==> src/rtl/imm_ext_pkg.sv <==
// Shared definitions for the decode-stage immediate generator:
// format selects, field positions and the shift constants.
package imm_ext_pkg;

    typedef enum logic [2:0] {
        ZE12 = 3'd0,
        SE9  = 3'd1,
        SE19 = 3'd2,
        SE26 = 3'd3,
        ZE16 = 3'd4
    } imm_mode_t;

    localparam int ZE12_LSB = 10;
    localparam int ZE12_MSB = 21;
    localparam int SE9_LSB  = 12;
    localparam int SE9_MSB  = 20;
    localparam int SE19_LSB = 5;
    localparam int SE19_MSB = 23;
    localparam int SE26_LSB = 0;
    localparam int SE26_MSB = 25;
    localparam int ZE16_LSB = 5;
    localparam int ZE16_MSB = 20;

    // Half-word select for MOVZ-style immediates
    localparam int HW_SEL_LSB = 21;
    localparam int HW_SEL_MSB = 22;

    localparam int BR_SHIFT      = 2;
    localparam int HW_SHIFT_UNIT = 16;

endpackage

==> src/rtl/imm_field_format.sv <==
// Combinational immediate extraction: picks the field for the selected
// format, extends it to DATA_W and applies the branch / half-word shift.
module imm_field_format
    import imm_ext_pkg::*;
#(
    parameter int DATA_W  = 64,
    parameter int INSTR_W = 32
) (
    input  logic [INSTR_W-1:0] instr_i,
    input  logic [2:0]         mode_i,
    output logic [DATA_W-1:0]  imm_o,
    output logic               err_o
);

    logic [1:0] hw_sel;
    logic [7:0] hw_shamt;
    logic       hw_overflow;

    assign hw_sel      = instr_i[HW_SEL_MSB:HW_SEL_LSB];
    assign hw_shamt    = 8'(hw_sel) * 8'(HW_SHIFT_UNIT);
    // A half-word placed at or beyond DATA_W would lose every bit of the field
    assign hw_overflow = (hw_shamt >= 8'(DATA_W));

    always_comb begin
        imm_o = '0;
        err_o = 1'b0;
        case (mode_i)
            ZE12: imm_o = DATA_W'(instr_i[ZE12_MSB:ZE12_LSB]);
            SE9:  imm_o = DATA_W'($signed(instr_i[SE9_MSB:SE9_LSB]));
            SE19: imm_o = DATA_W'($signed(instr_i[SE19_MSB:SE19_LSB])) << BR_SHIFT;
            SE26: imm_o = DATA_W'($signed(instr_i[SE26_MSB:SE26_LSB])) << BR_SHIFT;
            ZE16: begin
                if (hw_overflow) begin
                    err_o = 1'b1;
                end else begin
                    imm_o = DATA_W'(instr_i[ZE16_MSB:ZE16_LSB]) << hw_shamt;
                end
            end
            default: err_o = 1'b1;
        endcase
    end

endmodule

==> src/rtl/imm_extend_unit.sv <==
// Immediate generator with a small valid/ready output buffer so that
// register-read stalls never drop a formatted immediate.
module imm_extend_unit
    import imm_ext_pkg::*;
#(
    parameter int DATA_W  = 64,
    parameter int INSTR_W = 32,
    parameter int DEPTH   = 2
) (
    input  logic               clk,
    input  logic               reset,
    input  logic               in_valid,
    output logic               in_ready,
    input  logic [INSTR_W-1:0] instr,
    input  logic [2:0]         mode,
    output logic               out_valid,
    input  logic               out_ready,
    output logic [DATA_W-1:0]  imm_out,
    output logic               err
);

    localparam int PTR_W = (DEPTH > 1) ? $clog2(DEPTH) : 1;
    localparam int CNT_W = $clog2(DEPTH + 1);

    logic [PTR_W-1:0]  wr_ptr_q, wr_ptr_d;
    logic [PTR_W-1:0]  rd_ptr_q, rd_ptr_d;
    logic [CNT_W-1:0]  count_q, count_d;
    logic [DATA_W-1:0] data_q [DEPTH];
    logic              err_q  [DEPTH];

    logic [DATA_W-1:0] fmt_imm;
    logic              fmt_err;
    logic              push, pop;

    imm_field_format #(
        .DATA_W  (DATA_W),
        .INSTR_W (INSTR_W)
    ) u_format (
        .instr_i (instr),
        .mode_i  (mode),
        .imm_o   (fmt_imm),
        .err_o   (fmt_err)
    );

    function automatic logic [PTR_W-1:0] ptr_inc(input logic [PTR_W-1:0] p);
        return (p == PTR_W'(DEPTH - 1)) ? '0 : p + PTR_W'(1);
    endfunction

    assign in_ready  = (count_q != CNT_W'(DEPTH));
    assign out_valid = (count_q != '0);
    assign push      = in_valid && in_ready;
    assign pop       = out_valid && out_ready;

    always_comb begin
        wr_ptr_d = push ? ptr_inc(wr_ptr_q) : wr_ptr_q;
        rd_ptr_d = pop  ? ptr_inc(rd_ptr_q) : rd_ptr_q;
        count_d  = count_q;
        case ({push, pop})
            2'b10:   count_d = count_q + CNT_W'(1);
            2'b01:   count_d = count_q - CNT_W'(1);
            default: count_d = count_q;
        endcase
    end

    always_ff @(posedge clk) begin
        if (reset) begin
            wr_ptr_q <= '0;
            rd_ptr_q <= '0;
            count_q  <= '0;
        end else begin
            wr_ptr_q <= wr_ptr_d;
            rd_ptr_q <= rd_ptr_d;
            count_q  <= count_d;
        end
    end

    // Payload storage needs no reset: it is only visible while count is non-zero
    for (genvar gi = 0; gi < DEPTH; gi++) begin : g_entry
        always_ff @(posedge clk) begin
            if (push && (wr_ptr_q == PTR_W'(gi))) begin
                data_q[gi] <= fmt_imm;
                err_q[gi]  <= fmt_err;
            end
        end
    end

    assign imm_out = out_valid ? data_q[rd_ptr_q] : '0;
    assign err     = out_valid ? err_q[rd_ptr_q]  : 1'b0;

endmodule

==> config.mk <==
export PLATFORM = sky130hd
export DESIGN_NAME = imm_extend_unit
export DESIGN_NICKNAME = d
export VERILOG_FILES = /design/src/rtl/imm_ext_pkg.sv /design/src/rtl/imm_field_format.sv /design/src/rtl/imm_extend_unit.sv
export SDC_FILE = /design/constraint.sdc
export NUM_CORES = 1
export LEC_CHECK = 0
export BUFFER_PORTS_ARGS = -buffer_cell sky130_fd_sc_hd__buf_2
export CAP_MARGIN = 20
export CORE_MARGIN = 2
export CORE_UTILIZATION = 30
export DETAILED_ROUTE_END_ITERATION = 12
export GPL_ROUTABILITY_DRIVEN = 1
export PLACE_DENSITY_LB_ADDON = 0.25
export SYNTH_ARGS = -nofsm -noshare
export SYNTH_HDL_FRONTEND = slang
export SYNTH_SLANG_ARGS = --single-unit
==> constraint.sdc <==
create_clock -name clk -period 2.5 [get_ports clk]
set_input_delay 0.125 -clock clk [delete_from_list [all_inputs] [get_ports clk]]
set_output_delay 0.125 -clock clk [all_outputs]
set_load 0.01 [all_outputs]
==> Word-level counts from Yosys, hierarchy flattened <==
Memories as Yosys holds them, arrays and structs flattened. A register that Yosys moved wholly into a read port is not among the register bits.
Index checks and enable logic that the tools add are counted.
{ "totals": {"reg_bits": 4, "ram_bits": 130, "input_bits": 39, "output_inout_bits": 67, "elab_cells": 52, "memories": 2} }
{ "op_classes": {"n_addsub": 4, "order_cmp": 1, "n_eq_ne": 7, "shifts": 1, "muxes": 23, "bitwise": 1, "n_reduce_logical": 10} }
{ "memory_table": {"columns": ["memory", "depth", "width", "read_ports", "rd_clocked_by_memory_dff", "wr", "line", "rtl"], "rows": [
  ["data_q", 2, 64, 1, 1, 1, "imm_extend_unit.sv:28", "logic [DATA_W-1:0] data_q [DEPTH];"],
  ["err_q", 2, 1, 1, 1, 1, "imm_extend_unit.sv:29", "logic err_q [DEPTH];"]
]} }
{ "ops": {"columns": ["operator", "count"], "rows": [
  ["64-bit case mux with 5 select lines", 1],
  ["64-bit two-way mux", 3],
  ["64-bit OR reduction", 1],
  ["16-bit by 6-bit << shifter with 64-bit output", 1],
  ["1-bit two-way mux", 17],
  ["6-bit by 7-bit greater-or-equal comparator with 1-bit output, second input constant", 1],
  ["3-bit by 2-bit equality test with 1-bit output, second input constant", 2],
  ["1-bit logical AND", 4],
  ["2-bit case mux with 2 select lines", 1],
  ["2-bit nonzero test", 2],
  ["4-bit OR reduction", 1],
  ["3-bit by 1-bit equality test with 1-bit output, second input constant", 1],
  ["3-bit equality test, second input constant", 1],
  ["3-bit zero test", 1],
  ["1-bit adder, second input constant", 2],
  ["2-bit by 1-bit adder with 2-bit output, second input constant", 1],
  ["2-bit by 1-bit equality test with 1-bit output, second input constant", 1],
  ["2-bit equality test, second input constant", 1],
  ["2-bit != test, second input constant", 1],
  ["1-bit case mux with 2 select lines", 1],
  ["2-bit by 1-bit subtractor with 2-bit output, second input constant", 1],
  ["1-bit NOT", 1],
  ["1-bit OR reduction", 1]
]} }

==> Depth between registers and ports, before layout <==
Gate-level depths: netlist of run 1.
{ "logic_depth": {"ltp_word": 7, "depth_mapped": 6, "mapped_depth_nobuf": 6} }

==> Hierarchy <==
From an unflattened synthesis of run 1, not the netlist that was laid out.
{ "unflattened": {"hier_cells": 456, "area_unflattened_um2": 6289.8} }
{ "by_module_without_submodules": {"columns": ["module", "instances", "cells_per_inst", "area_per_inst_um2", "seq_area_each_um2"], "rows": [
  ["imm_extend_unit", 1, 300, 5106.1, 4003.8],
  ["imm_field_format", 1, 156, 1183.6, 0.0]
]} }

==> Worst setup path after synthesis of run 1 <==
Ideal clock, no wire load.
{ "synth_path": {"path_type": "register to register", "from": "register count_q[0]", "to": "memory data_q[1][0] (enable)", "setup_ns": 0.430, "arrival_time_ns": 2.233, "required_ns": 2.070, "setup_slack_ns": -0.163, "stages_incl_launch_ff": 3, "n_path_buf": 0, "period_less_slack_ns": 2.663, "cell_sequence": "dfxtp_1 nand2b_1 and3_1"} }
{ "synth_between": {"elab_chain_cells": 7, "word_cells_on_any_way": 11, "cone_classes": "1 x eq/ne; 6 x mux; 4 x reduce/logical"} }
{ "synth_lines": {"columns": ["item", "line", "rtl"], "rows": [
  ["from (decl)", "imm_extend_unit.sv:27", "logic [CNT_W-1:0] count_q, count_d;"],
  ["from (signal assigned)", "imm_extend_unit.sv:73", "count_q <= count_d;"],
  ["2-bit != test *", "imm_extend_unit.sv:49", "assign in_ready = (count_q != CNT_W'(DEPTH));"],
  ["via in_ready", "imm_extend_unit.sv:13", "output logic in_ready,"],
  ["1-bit logical AND *", "imm_extend_unit.sv:51", "assign push = in_valid && in_ready;"],
  ["1-bit logical AND", "imm_extend_unit.sv:80", "if (push && (wr_ptr_q == PTR_W'(gi))) begin"],
  ["1-bit two-way mux", "imm_extend_unit.sv:80", null],
  ["1-bit two-way mux (not written as such)", "imm_extend_unit.sv:81", "data_q[gi] <= fmt_imm;"],
  ["64-bit OR reduction (no line)", null, null],
  ["1-bit two-way mux (no line)", null, null],
  ["to (decl)", "imm_extend_unit.sv:28", null]
]} }
The timed path passes the listed nets; every way through them passes the cells marked *.

==> results of run 1 <==
[layer usage]
layer | vias to the layer above | track usage
li1 | 1899 | -
met1 | 2007 | 0.189
met2 | 142 | 0.238
met3 | 25 | 0.0402
met4 | 0 | 0.0548
met5 | - | 0
[state kept, by name, indices dropped and copies added, names as in the netlist, named ones only]
signal,cells
count_q,2
data_q,128
err_q,2
rd_ptr_q,1
wr_ptr_q,1
[worst max path at each step]
stage                     from            end  slack, ps
floorplan           count_q[0]   data_q[0][0]         70
global placement       mode[1]  data_q[0][47]        610
detailed placement     mode[1]  data_q[0][54]        570
CTS                   register    imm_out[28]        450
global route          register    imm_out[49]        400
finish                register    imm_out[15]        510
[worst max-delay path, delay by kind of cell, from the launching register on]
kind,cells,cell delay (ps)
AND/OR/NAND/NOR,1,60
buffers and inverters,2,420
multiplexers,1,270
flip-flops,1,670
[synth_stat cells (3+ instances only)]
cell and number:
a21o_1 37, nor2_1 73, a21oi_1 14, clkbuf_1 8, a221o_1 20, mux2i_1 69, mux2_2 6, and4_1 4
o21ai_0 6, nand2_1 13, edfxtp_1 130, inv_1 10, nand2b_1 7, buf_6 7, buf_2 17, dfxtp_1 5
a211o_1 3
[through the flow]
step	setup WS, ps	hold WS (ps)
after CTS	447	19.2
after detailed placement	573	351
after floorplan	68.9	194
final	512	38.6
after global routing	400	26.1
after global placement	610	351
[final cells by class]
type,count,area [µm²]
clock buffer,21,440
sequential,135,4010
clock inverter,11,60.1
inverter,10,37.5
timing repair buffer,109,623
tap,270,338
multi-input combinational,275,1980
fill,2013,12800
[cells by family (layout without fill, tap and decap cells)]
kind of cell / after synthesis / after routing / share of synthesized area
buf+inv: 45 / 151 / 0.0396
fa+ha+maj: 1 / 1 / 0.00201
simple gates: 106 / 106 / 0.0744
compound gates: 89 / 89 / 0.111
xor+xnor: 3 / 3 / 0.00422
mux: 76 / 76 / 0.125
flops: 135 / 135 / 0.643
[where the power goes]
part / switching [W] / total (W) / internal [W]
registers: 0.000189 / 0.00310 / 0.00291
clock network: 0.000874 / 0.00212 / 0.00124
logic: 0.00146 / 0.00245 / 0.000993
==> reports/metrics.csv, run 1 <==
metric,value,unit
outcome,"complete, no violations",
syn_area,6230,µm²
ys_seq_area_frac,0.643,
cts_tree,built,
cts_root_buf,clkbuf_16,
die_h,148,µm
clk_pin_slew_worst_paths,50,ps
wire_per_inst,19.1,µm
hold_buffers,1,
final_core_util,0.369,
synth_area_per_cell,13.7,µm²
post_cts_buffers,0,
num_rows,52,
p_leak,3.08,nW
clock_latency,420,ps
yosysWarnings,0,
p_per_area,1020,nW/µm²
ff2ff_setup_slack,840,ps
drc,0,
clock_skew,6.98,ps
n_antenna_cell,0,
dieWidth,148,µm
path_max_fanout,26,
layout_common_cells,"edfxtp_1 (130), buf_2 (99), nor2_1 (72)",
grt_overflow,0,
synthesis.nets,495,
wl_met3,988,µm
wl_met2,7710,µm
worst_slew_pin_slew,1090,ps
dp_hpwl,10500,µm
initial_core_util,0.307,
nets,588,
netlist.area_leader.share,0.627,
synthArstFlopShare,0,
r2r-start,count_q[0],
syn-instance-count,455,
ys.flop_type,edfxtp_1,
fin_crit,1990,ps
grt_util_all_layers,0.147,
hp-class,primary input to register,
clock_path_buffers,2,
yosys.area.top_type,edfxtp_1,
coreArea,20300,µm²
drive_gt1_frac,0.266,
num_vias,4073,
tns,0,ps
grt_pass1_wl,23500,µm
slew_viol_final,0,
cp.arrival,1860,ps
synth_cell_types,38,
dpl-instance-area,6980,µm²
antenna_left,0,
dp.cells,798,
area_growth_syn_to_layout,20.3,%
grt_max_degree,66,
rsz0062_at_grt,no,
first_pass_iters,5,
finalNonFillerCells,831,
wl_met1,6910,µm
top_layer_used,met4,
die_area,21900,µm²
clock-sinks,135,
drt_iter0_drc,251,
ys_ff_latch,135,
layout_commonest_cell,edfxtp_1,
synth-edff-count,130,
cts_max_level,4,
endpoint_kind,output port,
synth_area_leaders,"edfxtp_1 (63%), mux2i_1 (11%), a21o_1 (4.5%)",
cts_resized,0,
fin_area,7490,µm²
antenna_found_initial,0,
route.final.wire_length,15900,µm
timing.fmax,503,MHz
period_share,0.795,
min_from,in_valid,
cp.required,2380,ps
rr_endpoint,count_q[1],
finalHoldViolCount,0,
gp_congestion,0.839,
slowest_stage,dfxtp_4,
grt_pass1_vias,4171,
path_cells,"buf_12, mux2i_1, nor2_1, buf_2",
worst_setup_path_start_kind,register,
totalPowerFinal,0.00767,W
ir_drop,0.000603,V
worstSetupPathType,register to output port,
maxSlewHeadroom,0.273,
via_per_inst,4.90,
ff2ff_path_depth,5,
min_to,wr_ptr_q,
io-pin-count,106,
drv_cap,0,
cts-buffers-inserted,17,
cpPeakStageDelay,670,ps
setup_viol_count_final,0,
hold-path-cell-count,3,
io_buffers,99,
Note: power is estimated with default switching activity, not from simulation.
==> run 2: changes to the inputs <==
==> constraint.sdc (replaced) <==
create_clock -name clk -period 1.76 [get_ports clk]
set_input_delay 0.088 -clock clk [delete_from_list [all_inputs] [get_ports clk]]
set_output_delay 0.088 -clock clk [all_outputs]
set_load 0.01 [all_outputs]
==> run 2 against run 1 <==
  * Core utilization increased by 1.7 points
  * Clock power increased by 79%
  * Critical path depth unchanged
  * Combinational power increased by 61%
  * Sequential power increased by 39%
  * Register-to-register slack got worse by 680 ps
  * Global-route usage increased by 0.11 points
  * Highest routed layer unchanged
  * Final area increased by 4.5%
  * Total power increased by 57%
  * Worst hold slack improved by 14 ps
  * Via count about the same
  * Critical path type unchanged
==> reports/metrics.csv, run 2 (synthesis results as in run 1) <==
metric,value,unit
grt_overflow,0,
seqPwrFrac,0.357,
comb_power_share,0.327,
timing.fmax,586,MHz
grt_max_degree,67,
final_core_util,0.386,
p_int,0.00823,W
dp_slack,56.9,ps
antenna_found_initial,0,
fin_crit,1710,ps
layout_common_cells,"edfxtp_1 (130), buf_2 (99), nor2_1 (72)",
first_pass_iters,4,
tns,0,ps
setup_viol_count_final,0,
outcome,"complete, no violations",
cp.arrival,1620,ps
clk_pin_slew_worst_paths,60,ps
period_share,0.970,
coreArea,20300,µm²
pwr-share-clk,0.315,
reg_top3,"data_q x128, count_q x2, err_q x2",
p_sw,0.00381,W
clock_latency,410,ps
endpoint_kind,output port,
io_buffers,99,
grt_pass1_wl,24100,µm
totalPowerFinal,0.0120,W
slew_viol_final,0,
dieWidth,148,µm
antenna_left,0,
nets,600,
slowest_stage,dfxtp_4,
holdWs,52.5,ps
ir_drop,0.000816,V
cts_max_level,4,
finalWorstSetupSlack,52.2,ps
cts_root_buf,clkbuf_16,
path_cells,"buf_12, mux2i_2, nor2_1, buf_2",
path_max_fanout,29,
num_rows,52,
maxSlewHeadroom,0.544,
cts-buffers-inserted,17,
hp-class,primary input to register,
p_leak,3.24,nW
via_per_inst,4.82,
largest_reg_flops,128,
gp_congestion,0.797,
initial_core_util,0.307,
cp.required,1670,ps
die_h,148,µm
drv_cap,0,
worst_slew_pin_slew,683,ps
cpPeakStageDelay,420,ps
drive_gt1_frac,0.297,
worst_setup_path_start_kind,register,
num_vias,4069,
finalHoldViolCount,0,
io-pin-count,106,
area_growth_syn_to_layout,25.8,%
layout_commonest_cell,edfxtp_1,
grt_util_all_layers,0.148,
drt_iter0_drc,360,
cts_tree,built,
clock_skew,2.92,ps
route.final.wire_length,16400,µm
drc,0,
worstSetupPathType,register to output port,
post_cts_buffers,0,
grt_pass1_vias,4228,
wire_per_inst,19.4,µm
clock_path_buffers,2,
regMostFlops,data_q,
rsz0062_at_grt,yes,
clock-sinks,135,
netSwitchingFraction,0.317,
p_per_area,1540,nW/µm²
dp_hpwl,10600,µm
die_area,21900,µm²
run 2: changes by cell type in the layout (fill, tap and decap cells not counted), sizes merged:
cell         before  now
diode             0    1
bufinv            0    5
inv              10    9
clkinv            9    8
dlygate4sd3       1    2
buf             108  118
clkbuf           21   19
run 2: per-layer routing:
metal  part of all wire  GRT usage  vias to the layer above
li1                   -          -                     1934
met4              0.013     0.0510                        0
met3              0.062     0.0368                       17
met5                  0          0                        -
met1               0.45      0.197                     2000
met2               0.48      0.238                      118
run 2: power groups by stage:
stage | Combinational (W) | Clock (W) | Sequential, W
floorplan | 0.00228 | 0 | 0.00431
global placement | 0.00372 | 0 | 0.00434
detailed placement | 0.00379 | 0 | 0.00436
CTS | 0.00380 | 0.00387 | 0.00430
global route | 0.00432 | 0.00401 | 0.00434
finish | 0.00394 | 0.00380 | 0.00430
run 2: timing repair:
| action | in CTS | in global routing |
|---|---|---|
| setup endpoints to repair | 0 | 11 |
| hold endpoints to repair | 5 | 0 |
| hold buffers | 2 | 0 |
| gates resized for setup | 0 | 5 |
run 2: worst max-delay path: cells and delay by family (launching register included):
| kind | cells | cell delay, ps |
|---|---|---|
| flops | 1 | 420 |
| simple gates | 1 | 70 |
| mux | 1 | 310 |
| buf+inv | 2 | 380 |
run 2: stage by stage:
| step | std cells | area (µm²) |
|---|---|---|
| after global placement | 807 | 7100 |
| after CTS | 841 | 7750 |
| final | 844 | 7830 |
| after global routing | 843 | 7830 |
| after detailed placement | 807 | 7100 |
| after floorplan | 455 | 6240 |
run 2: final timing paths:
path	start	endpoint	slack (ps)	cells past startpoint
max	register	imm_out[34]	50	4
min	instr[24]	data_q[1][26]	50	2
max reg2reg	count_q[0]	count_q[1]	160	5
min reg2reg	rd_ptr_q	register	530	2
run 2: area by class of cell:
class                      count  area, µm²
clock inverter                14        206
multi-input combinational    275       2010
fill                        1984      12500
clock buffer                  18        429
timing repair buffer         121        798
inverter                      10       41.3
sequential                   135       4010
tap                          270        338
antenna                        1       2.50
